==> config.mk <==
export PLATFORM = sky130hd
export DESIGN_NAME = seven_seg_scan
export DESIGN_NICKNAME = d
export VERILOG_FILES = /design/src/rtl/seven_seg_pkg.sv /design/src/rtl/seven_seg_decoder.sv /design/src/rtl/seven_seg_scan.sv
export SDC_FILE = /design/constraint.sdc
export NUM_CORES = 1
export LEC_CHECK = 0
export BUFFER_PORTS_ARGS = -buffer_cell sky130_fd_sc_hd__buf_2
export CAP_MARGIN = 20
export CORE_MARGIN = 2
export CORE_UTILIZATION = 55
export DETAILED_ROUTE_END_ITERATION = 8
export GPL_TIMING_DRIVEN = 1
export PLACE_DENSITY = 0.8
export SETUP_SLACK_MARGIN = 0.4
export SLEW_MARGIN = 5
export SYNTH_ARGS = -nofsm -noshare
export SYNTH_HDL_FRONTEND = slang
export SYNTH_SLANG_ARGS = --single-unit
==> constraint.sdc <==
create_clock -name clk -period 3.7 [get_ports clk]
set_clock_uncertainty 0.2 [all_clocks]
set_input_delay 0.74 -clock clk [delete_from_list [all_inputs] [get_ports clk]]
set_output_delay 0.74 -clock clk [all_outputs]
set_load 0.01 [all_outputs]
==> src/rtl/seven_seg_pkg.sv <==
`default_nettype none
// ============================================================================
// Module   : seven_seg_pkg
// Purpose  : Shared glyph, anode and code constants for the 4-digit scanner.
// Revision : 1.0
// ============================================================================
package seven_seg_pkg;

    // Active-low segment patterns, bit order {g,f,e,d,c,b,a}
    localparam logic [6:0] GLYPH_0     = 7'h40;
    localparam logic [6:0] GLYPH_1     = 7'h79;
    localparam logic [6:0] GLYPH_2     = 7'h24;
    localparam logic [6:0] GLYPH_3     = 7'h30;
    localparam logic [6:0] GLYPH_4     = 7'h19;
    localparam logic [6:0] GLYPH_5     = 7'h12;
    localparam logic [6:0] GLYPH_6     = 7'h02;
    localparam logic [6:0] GLYPH_7     = 7'h78;
    localparam logic [6:0] GLYPH_8     = 7'h00;
    localparam logic [6:0] GLYPH_9     = 7'h10;
    localparam logic [6:0] GLYPH_DASH  = 7'h3F;
    localparam logic [6:0] GLYPH_BLANK = 7'h7F;

    localparam logic [3:0] DIGIT_OFF      = 4'b1111;
    localparam logic [3:0] CODE_ZERO      = 4'h0;
    localparam logic [3:0] CODE_DASH      = 4'hA;
    localparam logic [3:0] CODE_BLANK_MIN = 4'hB;
    localparam logic [3:0] CODE_BLANK     = 4'hF;

endpackage : seven_seg_pkg
`default_nettype wire

==> src/rtl/seven_seg_decoder.sv <==
`default_nettype none
// ============================================================================
// Module   : seven_seg_decoder
// Purpose  : Combinational 4-bit code to active-low seven-segment glyph.
// Revision : 1.0
// ============================================================================
module seven_seg_decoder
    import seven_seg_pkg::*;
(
    input  logic [3:0] code_i,
    output logic [6:0] glyph_o
);

    always_comb begin
        glyph_o = GLYPH_BLANK;
        case (code_i)
            4'h0:      glyph_o = GLYPH_0;
            4'h1:      glyph_o = GLYPH_1;
            4'h2:      glyph_o = GLYPH_2;
            4'h3:      glyph_o = GLYPH_3;
            4'h4:      glyph_o = GLYPH_4;
            4'h5:      glyph_o = GLYPH_5;
            4'h6:      glyph_o = GLYPH_6;
            4'h7:      glyph_o = GLYPH_7;
            4'h8:      glyph_o = GLYPH_8;
            4'h9:      glyph_o = GLYPH_9;
            CODE_DASH: glyph_o = GLYPH_DASH;
            default:   glyph_o = GLYPH_BLANK;
        endcase
    end

endmodule : seven_seg_decoder
`default_nettype wire

==> src/rtl/seven_seg_scan.sv <==
`default_nettype none
// ============================================================================
// Module   : seven_seg_scan
// Purpose  : Time-multiplexed 4-digit common-anode seven-segment driver.
//            Optional: SEVSEG_LEADING_ZERO_BLANK_EN blanks leading zeros.
// Revision : 1.0
// ============================================================================
module seven_seg_scan
    import seven_seg_pkg::*;
#(
    parameter int SCAN_BITS = 17
) (
    input  logic        clk,
    input  logic        rst,
    input  logic [15:0] nums,
    output logic [6:0]  display,
    output logic [3:0]  digit
);

    logic [SCAN_BITS-1:0] count_q;
    logic [SCAN_BITS-1:0] count_d;
    logic [3:0]           digit_q;
    logic [3:0]           digit_d;
    logic [6:0]           display_q;
    logic [6:0]           display_d;

    logic [1:0]           w_sel;
    logic [3:0]           w_code;
    logic [3:0]           w_dec_code;
    logic [6:0]           w_glyph;

    assign w_sel  = count_q[SCAN_BITS-1 -: 2];
    assign w_code = nums[{w_sel, 2'b00} +: 4];

`ifdef SEVSEG_LEADING_ZERO_BLANK_EN
    logic [3:0] w_lead;
    logic       w_higher_ok;
    logic [3:0] w_cur;

    // A digit is a leading zero when it is 0 and everything above it is 0 or blank.
    always_comb begin
        w_lead      = 4'b0000;
        w_higher_ok = 1'b1;
        w_cur       = 4'h0;
        for (int i = 3; i >= 1; i--) begin
            w_cur = nums[i*4 +: 4];
            if (w_cur == CODE_ZERO && w_higher_ok) begin
                w_lead[i] = 1'b1;
            end
            w_higher_ok = w_higher_ok &&
                          ((w_cur == CODE_ZERO) || (w_cur >= CODE_BLANK_MIN));
        end
    end

    assign w_dec_code = w_lead[w_sel] ? CODE_BLANK : w_code;
`else
    assign w_dec_code = w_code;
`endif

    seven_seg_decoder u_decoder (
        .code_i  (w_dec_code),
        .glyph_o (w_glyph)
    );

    always_comb begin
        count_d   = count_q + {{(SCAN_BITS-1){1'b0}}, 1'b1};
        digit_d   = ~(4'b0001 << w_sel);
        display_d = w_glyph;
    end

    always_ff @(posedge clk or negedge rst) begin
        if (!rst) begin
            count_q   <= '0;
            digit_q   <= DIGIT_OFF;
            display_q <= GLYPH_BLANK;
        end else begin
            count_q   <= count_d;
            digit_q   <= digit_d;
            display_q <= display_d;
        end
    end

    assign digit   = digit_q;
    assign display = display_q;

endmodule : seven_seg_scan
`default_nettype wire

==> results of run 1 <==
-- report_power, final --
part / internal [mW] / switching (mW) / total, mW / leakage [nW]
combinational: 0.0249 / 0.0295 / 0.0543 / 0.361
sequential: 0.318 / 0.00168 / 0.320 / 0.339
clock: 0.0420 / 0.0780 / 0.120 / 0.0150
-- critical path: cells and delay by family, from the launching register on --
family | cells | cell delay, ps
flip-flops | 1 | 680
multiplexers | 1 | 670
adder cells (fa/ha/maj) | 1 | 230
AO/OA/AOI/OAI | 2 | 230
buffers and inverters | 1 | 140
AND/OR/NAND/NOR | 1 | 80
-- per-layer routing --
layer	vias to the layer above	global-route usage, %
li1	463	-
met1	462	22.3
met2	22	31.0
met3	2	2.46
met4	0	4.58
met5	-	0
-- layout make-up --
class | count | share of cell area [%]
Clock buffer | 4 | 1.65
Inverter | 5 | 1.18
Multi-Input combinational cell | 82 | 41.0
Sequential cell | 28 | 45.0
Tap cell | 30 | 2.36
Timing Repair Buffer | 28 | 8.82
-- state kept, by name, indices dropped and copies added (netlist names) --
name     cells
display      7
count_q     17
digit        4
-- placed cells by master, fill, tap and decap left out --
| master | Yosys | layout |
|---|---|---|
| sky130_fd_sc_hd__clkbuf_4 | 0 | 3 |
| sky130_fd_sc_hd__inv_1 | 4 | 4 |
| sky130_fd_sc_hd__dfstp_2 | 11 | 11 |
| sky130_fd_sc_hd__mux2i_1 | 3 | 3 |
| sky130_fd_sc_hd__nor2_1 | 7 | 7 |
| sky130_fd_sc_hd__nor3_4 | 1 | 1 |
| sky130_fd_sc_hd__o21ai_0 | 1 | 1 |
| sky130_fd_sc_hd__or2b_1 | 1 | 1 |
| sky130_fd_sc_hd__nand2b_1 | 2 | 2 |
| sky130_fd_sc_hd__clkbuf_1 | 0 | 1 |
| sky130_fd_sc_hd__or2_2 | 1 | 1 |
| sky130_fd_sc_hd__nor3_1 | 3 | 3 |
| sky130_fd_sc_hd__a21oi_1 | 4 | 4 |
| sky130_fd_sc_hd__a31oi_1 | 1 | 1 |
| sky130_fd_sc_hd__nand3_1 | 4 | 4 |
| sky130_fd_sc_hd__nand2_1 | 11 | 11 |
| sky130_fd_sc_hd__mux2_4 | 1 | 1 |
| sky130_fd_sc_hd__xor2_1 | 6 | 6 |
| sky130_fd_sc_hd__a22oi_1 | 1 | 1 |
| sky130_fd_sc_hd__nand3_2 | 1 | 1 |
| sky130_fd_sc_hd__mux4_2 | 3 | 3 |
| sky130_fd_sc_hd__nand4_1 | 4 | 4 |
| sky130_fd_sc_hd__inv_2 | 1 | 1 |
| sky130_fd_sc_hd__nor4_1 | 1 | 1 |
| sky130_fd_sc_hd__o21ai_1 | 3 | 3 |
| sky130_fd_sc_hd__mux4_1 | 1 | 1 |
| sky130_fd_sc_hd__buf_2 | 1 | 28 |
| sky130_fd_sc_hd__dfrtp_1 | 17 | 17 |
| sky130_fd_sc_hd__nand4_2 | 1 | 1 |
| sky130_fd_sc_hd__and3_1 | 1 | 1 |
| sky130_fd_sc_hd__nor4_2 | 1 | 1 |
| sky130_fd_sc_hd__ha_1 | 6 | 6 |
| sky130_fd_sc_hd__xnor2_1 | 13 | 13 |
-- Yosys cell counts (3+ instances only) --
cell type | n | area, um2
sky130_fd_sc_hd__dfrtp_1 | 17 | 425
sky130_fd_sc_hd__xnor2_1 | 13 | 114
sky130_fd_sc_hd__dfstp_2 | 11 | 289
sky130_fd_sc_hd__nand2_1 | 11 | 41.3
sky130_fd_sc_hd__nor2_1 | 7 | 26.3
sky130_fd_sc_hd__ha_1 | 6 | 75.1
sky130_fd_sc_hd__xor2_1 | 6 | 52.6
sky130_fd_sc_hd__a21oi_1 | 4 | 20.0
sky130_fd_sc_hd__inv_1 | 4 | 15.0
sky130_fd_sc_hd__nand3_1 | 4 | 20.0
sky130_fd_sc_hd__nand4_1 | 4 | 25.0
sky130_fd_sc_hd__mux2i_1 | 3 | 30.0
sky130_fd_sc_hd__mux4_2 | 3 | 67.6
sky130_fd_sc_hd__nor3_1 | 3 | 15.0
sky130_fd_sc_hd__o21ai_1 | 3 | 15.0
-- cell families (layout without fill, tap and decap cells) --
kind of cell,after synthesis,in the layout
AOI/OAI and AO/OA,10,10
xor gates and xnor gates,19,19
adders and majority gates,6,6
buffers and inverters,8,37
DFF,28,28
muxes,8,8
and+or+nand+nor,39,39
-- final timing paths --
| check | from | endpoint | slack [ps] |
|---|---|---|---|
| min | rst | count_q[9] | 200 |
| max in group asynchronous | rst | digit[2] | 2720 |
| max | count_q[15] | display[3] | 1410 |
| min reg2reg | count_q[14] | count_q[14] | 290 |
| max reg2reg | count_q[15] | display[3] | 1410 |
| min in group clk | count_q[14] | count_q[14] | 290 |
==> out/results.txt, run 1 <==
outcome: finished, final reports clean
PD cells: 311 mW/mm2
signed area change from the synthesized netlist to the final layout: 12.5%
largest net degree at the start of global routing: 29
number of max-capacitance violations reported: 0
final number of setup-violating endpoints: 0
share of the yosys chip area belonging to registers: 50.6%
met2 wire length: 1.14 mm
synthesized-area fraction occupied by ao, oa, aoi and oai cells: 3.81%
Post-Syn Nets: 142
drt via density: 5.36
sinks on the clock net: 28
post-synthesis mux area share: 9.83%
proportion of synthesized flip-flops having asynchronous set or reset: 100%
NumNets Final: 172
die span in x: 54.7 um
transition time at the pin with the least slew margin: 566 ps
DPL Wire Length: 1.73 mm
Critical Path, Cell by Cell: mux4_2 -> inv_1 -> ha_1 -> nand2_1 -> o21ai_1 -> a21oi_1
VDD IR-drop max: 263 uV
slowest CP cell: sky130_fd_sc_hd__dfrtp_1
Post-Syn Area per Cell: 12.0 um2
worst r2r path cells: 6
highest signal layer in the routed design: met4
clock latency on the worst-skew pair: 310 ps
TritonCTS clock tree: yes
Clock Tree Root: sky130_fd_sc_hd__clkbuf_4
buffers added on ports: 28
summed instance area of the synthesized netlist: 0.00141 mm2
final cell area excluding filler cells: 0.00159 mm2
buffers inserted by post-CTS timing repair: 0
Core Region: 0.00245 mm2
Final Instance Count excl. Fillers: 177
met3 WL: 92 um
peak per-stage delay on the critical path: 680 ps
All-Layer GR Usage: 17.5%
dpl ws: 1340 ps
Worst Setup End Kind: flip-flop
proportion of layout cells with a drive suffix above 1: 35.4%
Design Power: 0.494 mW
wire length of the first global-routing pass: 3.72 mm
GRT Residual Overflow: 0
Met1 Wirelength: 1.02 mm
register bit count reported by yosys: 28
number of flops mapped to enable cells by yosys: 0
Primary FF master, synth: sky130_fd_sc_hd__dfrtp_1
starting density of the core: 57.5%
DIE AREA: 0.00299 mm2
min-delay worst type: input pin to asynchronous set/reset pin
period utilization: 62.0%
number of warnings printed during yosys synthesis: 0
worst hold slack across all endpoints: 201 ps
utilization after layout: 64.7%
Placer Congestion: 0.801
number of standard cells after synthesis: 118
starting DRC count in detailed routing: 8
routed wirelength normalized by instance count: 12.8 um
number of unique standard cell types used by synthesis: 32
vias in the first global route: 904
number of placement rows: 18
setup total negative slack: 0 ps
Detail Route Antenna Nets: 0
post-placement cell area: 0.00156 mm2
clock buffers created by TritonCTS: 3
setup ws final: 1410 ps
critical path required time: 3740 ps
Achievable Freq: 436 MHz
total count of max-transition violations in the final report: 0
path type of the worst setup path: flip-flop to flip-flop
count of cells resized by post-cts repair: 0
boundary pin count: 29
hold bufs inserted after CTS: 0
Post-Place Cells: 173
Pre-antenna DRT Iters: 4
number of fillers in the final layout: 177
H-tree levels: 1
synthesized-area fraction occupied by adder cells: 5.31%
setup repair after global routing missed its margin: false
Critical Path Start Type: flip-flop
antenna violations before repair: 0
DRC violations left: 0
overall routed net length: 2.27 mm
clock period minus final worst setup slack: 2290 ps
die outline height: 54.7 um
parity-gate share of the synthesized area counting xor and xnor cells: 11.8%
CP arrival: 2330 ps
clock-pin slew on the worst setup and hold paths: 140 ps
maximum buffer depth of the clock tree: 2
sequential cell area: 714 um2
footprint of the multi-input gates: 652 um2
vias: 949
final count of hold timing violations: 0
largest driver fanout on the critical path: 12
Synth Area in Simple Gates: 15.4%
cell leakage power: 0.714 nW
relative slew slack: 62.3%
largest family of logic cells by synthesized area: simple AND/OR/NAND/NOR gates
Antenna diodes: 0
(Power assumes the default switching activity.)
==> run 2, diff against run 1 <==
Settings changed: CORE_UTILIZATION 55 to 48, PLACE_DENSITY 0.8 to 0.74.
Clock period 3.7 ns to 2.1 ns, I/O delays scaled along.
==> run 2 against run 1 <==
- fmax up 21%
- utilization decreased by 1.0 points
- global-route usage grew 1.9 points
- final cell count grew 5.1%
- clock power grew to 3.0 times the previous value
- design area rose by 11%
- via count increased by 6.1%
==> out/results.txt, run 2 (same netlist as run 1, synthesis figures left out) <==
start point of the worst hold path: count_q[14]
wire length of the first global-routing pass: 4.91 mm (+32%)
GRT Residual Overflow: 0 (unchanged)
DRC violations left: 0 (unchanged)
VDD IR-drop max: 448 uV (+70%)
Clock Tree Root: sky130_fd_sc_hd__clkbuf_4
number of flip-flops under the largest register name: 17 (unchanged)
die span in x: 58.3 um (+6.5%)
vias in the first global route: 1067 (+18%)
Placer Congestion: 0.766 (-4.3%)
number of placement rows: 19 (+1)
utilization after layout: 63.7% (-1.0 points)
clock period minus final worst setup slack: 1890 ps (-399 ps)
outcome: finished, final reports clean
sinks on the clock net: 28 (unchanged)
final count of hold timing violations: 0 (unchanged)
buffers added on ports: 28 (unchanged)
die outline height: 58.3 um (+6.5%)
Worst Setup End Kind: flip-flop
Pre-antenna DRT Iters: 4 (unchanged)
register bank with the most flops: count_q
post-placement cell area: 0.00159 mm2 (+2.0%)
final cell area excluding filler cells: 0.00177 mm2 (+11%)
most common cell after layout, fill and taps aside: sky130_fd_sc_hd__buf_2
net switching fraction of the power: 22.2% (+0.16 points)
most used cells in the layout excluding fill and tap cells: sky130_fd_sc_hd__buf_2 (28), sky130_fd_sc_hd__dfrtp_1 (15), sky130_fd_sc_hd__xnor2_1 (13)
Critical Path Start Type: flip-flop
overall routed net length: 2.94 mm (+30%)
TritonCTS clock tree: yes
CP arrival: 1960 ps (-370 ps)
starting DRC count in detailed routing: 30 (+22)
setup repair after global routing missed its margin: true
transition time at the pin with the least slew margin: 592 ps (+26.5 ps)
worst hold slack across all endpoints: 295 ps (+93.8 ps)
signed area change from the synthesized netlist to the final layout: 25.4%
Core Region: 0.00278 mm2 (+13%)
routed wirelength normalized by instance count: 15.8 um (+24%)
number of max-capacitance violations reported: 0 (unchanged)
min-delay worst type: flip-flop to flip-flop
DIE AREA: 0.00339 mm2 (+13%)
largest net degree at the start of global routing: 29 (unchanged)
period utilization: 90.2% (+28 points)
boundary pin count: 29 (unchanged)
largest driver fanout on the critical path: 4 (-8)
antenna violations before repair: 0 (unchanged)
NumNets Final: 180 (+4.7%)
PD cells: 589 mW/mm2 (+89%)
Achievable Freq: 528 MHz (+21%)
DPL Wire Length: 1.90 mm (+9.8%)
Antenna diodes: 0 (unchanged)
drt via density: 5.41 (+0.98%)
total count of max-transition violations in the final report: 0 (unchanged)
starting density of the core: 50.8% (-6.8 points)
clock-pin slew on the worst setup and hold paths: 160 ps (+20 ps)
All-Layer GR Usage: 19.4% (+1.9 points)
startpoint of the worst setup timing path: count_q[15]
maximum buffer depth of the clock tree: 2 (unchanged)
final number of setup-violating endpoints: 0 (unchanged)
Gate power share: 11.9% (+0.9 points)
proportion of layout cells with a drive suffix above 1: 47.1% (+12 points)
Detail Route Antenna Nets: 0 (unchanged)
clock buffers created by TritonCTS: 3 (unchanged)
setup total negative slack: 0 ps (unchanged)
Worst R2R Start: count_q[15]
fraction of power consumed by the clock network: 34.1% (+9.8 points)
Design Power: 1.04 mW (+110%)
H-tree levels: 1 (unchanged)
relative slew slack: 60.5% (-1.8 points)
path type of the worst setup path: flip-flop to flip-flop
power share of the sequential group: 54.0% (-11 points)
power dissipated by switching net loads: 0.232 mW (+110%)
clock latency on the worst-skew pair: 330 ps (+20 ps)
critical path required time: 2160 ps (-1580 ps)
vias: 1007 (+6.1%)
cell leakage power: 0.780 nW (+9.2%)
internal power: 0.811 mW (+110%)
-- run 2: final timing paths --
kind	to	slack [ps]	cells past startpoint
max	display[3]	210	6
min	count_q[14]	300	1
max reg2reg	display[3]	210	6
min reg2reg	count_q[14]	300	1
max in group asynchronous	count_q[15]	880	2
min in group asynchronous	count_q[8]	400	2
-- run 2: power by group through the flow --
stage	clock [mW]	combinational, mW	sequential, mW
CTS	0.360	0.115	0.563
finish	0.356	0.124	0.563
global placement	0	0.0988	0.572
floorplan	0	0.0489	0.580
global route	0.372	0.136	0.564
detailed placement	0	0.104	0.572
-- run 2: critical path, cell delays in order, from the launching register on --
cell,delay [ps]
sky130_fd_sc_hd__dfrtp_2,430
sky130_fd_sc_hd__mux4_2,580
sky130_fd_sc_hd__inv_4,110
sky130_fd_sc_hd__ha_4,200
sky130_fd_sc_hd__nand2_2,50
sky130_fd_sc_hd__o21ai_1,70
sky130_fd_sc_hd__a21oi_1,180
-- run 2: through the flow --
step | instances | setup WS, ps
after floorplan | 118 | 230
after global placement | 176 | 141
after detailed placement | 176 | 78.3
after CTS | 185 | 227
after global routing | 186 | 153
final | 186 | 206
-- run 2: layout make-up --
cell class              instances  area (um2)
repair buffers                 35         203
clock inverters                 1        30.0
clock buffers                   3        22.5
multi-input cells              83         737
flip-flops and latches         28         717
well taps                      31        38.8
fillers                       213        1010
inverters                       5        23.8
-- run 2: metal layers --
metal / part of all wire, % / track usage (%) / vias up
met5: 0 / 0 / -
met1: 42 / 24.4 / 496
met3: 4.3 / 3.13 / 6
met4: 2.0 / 8.31 / 0
li1: - / - / 482
met2: 52 / 33.1 / 23
-- run 2: timing repair --
item,CTS,global route
endpoints found under the setup margin,7,10
hold buffers,1,0
gates resized for setup,6,13
pin swaps,2,5
gates cloned,1,0
setup buffers,3,1
endpoints found under the hold margin,17,0
==> run 3, diff against run 2 <==
Settings changed: SETUP_SLACK_MARGIN 0.4 to 0.5.
==> run 3 against run 2 <==
- die area is the same
- critical endpoint unchanged
- combinational power grew 12%
- largest cell class unchanged
- sequential cell count is the same
- critical path depth stayed put
==> out/results.txt, run 3 (same netlist as run 1, synthesis figures left out) <==
critical path required time: 2160 ps (about the same)
CP arrival: 1960 ps (about the same)
dpl ws: 78.3 ps (unchanged)
TritonCTS clock tree: yes
Pre-antenna DRT Iters: 4 (unchanged)
DRC violations left: 0 (unchanged)
maximum buffer depth of the clock tree: 2 (unchanged)
clock-pin slew on the worst setup and hold paths: 150 ps (about the same)
DIE AREA: 0.00339 mm2 (unchanged)
Placer Congestion: 0.766 (unchanged)
path type of the worst setup path: flip-flop to flip-flop
proportion of layout cells with a drive suffix above 1: 50.6% (+3.5 points)
largest driver fanout on the critical path: 4 (unchanged)
period utilization: 90.3% (+0.11 points)
Final Instance Count excl. Fillers: 191 (+2.7%)
overall routed net length: 3.16 mm (+7.6%)
number of placement rows: 19 (unchanged)
setup ws final: 204 ps (-2.32 ps)
post-placement cell area: 0.00159 mm2 (unchanged)
NumNets Final: 185 (+2.8%)
GRT Residual Overflow: 0 (unchanged)
number of max-capacitance violations reported: 0 (unchanged)
clock buffers created by TritonCTS: 3 (unchanged)
outcome: finished, final reports clean
routed wirelength normalized by instance count: 16.6 um (+4.8%)
number of flip-flops under the largest register name: 17 (unchanged)
met1 usage in global routing: 24.7% (+0.29 points)
utilization after layout: 68.7% (+5.0 points)
PD cells: 553 mW/mm2 (-6.1%)
footprint of the multi-input gates: 771 um2 (+4.6%)
Detail Route Antenna Nets: 0 (unchanged)
wire length of the first global-routing pass: 5.11 mm (+4.1%)
DPL Wire Length: 1.90 mm (unchanged)
H-tree levels: 1 (unchanged)
min-delay worst type: flip-flop to flip-flop
Core Region: 0.00278 mm2 (unchanged)
Design Power: 1.06 mW (+1.3%)
setup repair after global routing missed its margin: true
most used cells in the layout excluding fill and tap cells: sky130_fd_sc_hd__buf_2 (17), sky130_fd_sc_hd__dfrtp_1 (16), sky130_fd_sc_hd__xnor2_1 (13), sky130_fd_sc_hd__buf_6 (13), sky130_fd_sc_hd__dfstp_2 (11)
total count of max-transition violations in the final report: 0 (unchanged)
starting DRC count in detailed routing: 21 (-30%)
setup total negative slack: 0 ps (unchanged)
signed area change from the synthesized netlist to the final layout: 35.3%
Clock Tree Root: sky130_fd_sc_hd__clkbuf_4
worst hold slack across all endpoints: 291 ps (-3.74 ps)
clock period minus final worst setup slack: 1900 ps (+2.32 ps)
final count of hold timing violations: 0 (unchanged)
die outline height: 58.3 um (unchanged)
relative slew slack: 60.9% (+0.38 points)
cell leakage power: 0.844 nW (+8.1%)
sinks on the clock net: 28 (unchanged)
All-Layer GR Usage: 20.4% (+0.95 points)
sequential cell area: 716 um2 (-0.17%)
vias in the first global route: 1104 (+3.5%)
largest net degree at the start of global routing: 29 (unchanged)
Achievable Freq: 527 MHz (-0.12%)
Post-Place Cells: 176 (unchanged)
register bank with the most flops: count_q
most used routing layer in global routing: met2
Critical Path Start Type: flip-flop
drt via density: 5.53 (+2.1%)
die span in x: 58.3 um (unchanged)
vias: 1056 (+4.9%)
M3 GR Usage: 3.13% (unchanged)
VDD IR-drop max: 448 uV (+0.13%)
buffers added on ports: 28 (unchanged)
boundary pin count: 29 (unchanged)
Antenna diodes: 0 (unchanged)
GRT met2 Usage: 35.7% (+2.6 points)
number of fillers in the final layout: 202 (-5.2%)
transition time at the pin with the least slew margin: 586 ps (-5.69 ps)
final cell area excluding filler cells: 0.00191 mm2 (+7.8%)
Worst Setup End Kind: flip-flop
final number of setup-violating endpoints: 0 (unchanged)
most common cell after layout, fill and taps aside: sky130_fd_sc_hd__buf_2
clock latency on the worst-skew pair: 330 ps (about the same)
starting density of the core: 50.8% (unchanged)
antenna violations before repair: 0 (unchanged)
## run 3: changes by cell type in the layout (fill, tap and decap cells not counted), sizes merged
cell / before / now
buf: 34 / 39
## run 3: layer usage
metal | vias to the layer above | part of all wire, %
met5 | - | 0
met4 | 0 | 2.6
met3 | 10 | 3.9
met2 | 30 | 55
met1 | 519 | 39
li1 | 497 | -
## run 3: report_power, final
| part | internal, mW | switching [mW] | leakage [nW] |
|---|---|---|---|
| registers | 0.561 | 0.00522 | 0.337 |
| clock network | 0.193 | 0.159 | 0.0279 |
| logic | 0.0713 | 0.0675 | 0.479 |
| total | 0.825 | 0.231 | 0.844 |
## run 3: repair_timing
item / CTS / global route
setup endpoints to repair: 20 / 24
hold buffers: 1 / 0
gates cloned: 1 / 0
buffers inserted: 6 / 3
resized for setup: 20 / 15
pin swaps: 2 / 6
endpoints found under the hold margin: 17 / 0
## run 3: final timing paths
kind | slack [ps] | endpoint | start | cells after the start
max | 200 | display[3] | count_q[15] | 6
min | 290 | count_q[14] | count_q[14] | 1
max reg2reg | 200 | display[3] | count_q[15] | 6
min reg2reg | 290 | count_q[14] | count_q[14] | 1
max in group asynchronous | 880 | count_q[15] | rst | 2
min in group asynchronous | 400 | count_q[8] | rst | 2
## run 3: area by class of cell
class / count / area share [%]
Clock buffer: 3 / 1.18
Clock inverter: 1 / 1.57
Inverter: 5 / 1.24
Multi-Input combinational cell: 83 / 40.3
Sequential cell: 28 / 37.5
Tap cell: 31 / 2.03
Timing Repair Buffer: 40 / 16.2
## run 3: critical path, stage by stage (launching register included)
cell	delay [ps]
sky130_fd_sc_hd__dfrtp_2	430
sky130_fd_sc_hd__mux4_2	590
sky130_fd_sc_hd__inv_4	110
sky130_fd_sc_hd__ha_4	200
sky130_fd_sc_hd__nand2_2	50
sky130_fd_sc_hd__o21ai_1	70
sky130_fd_sc_hd__a21oi_1	180
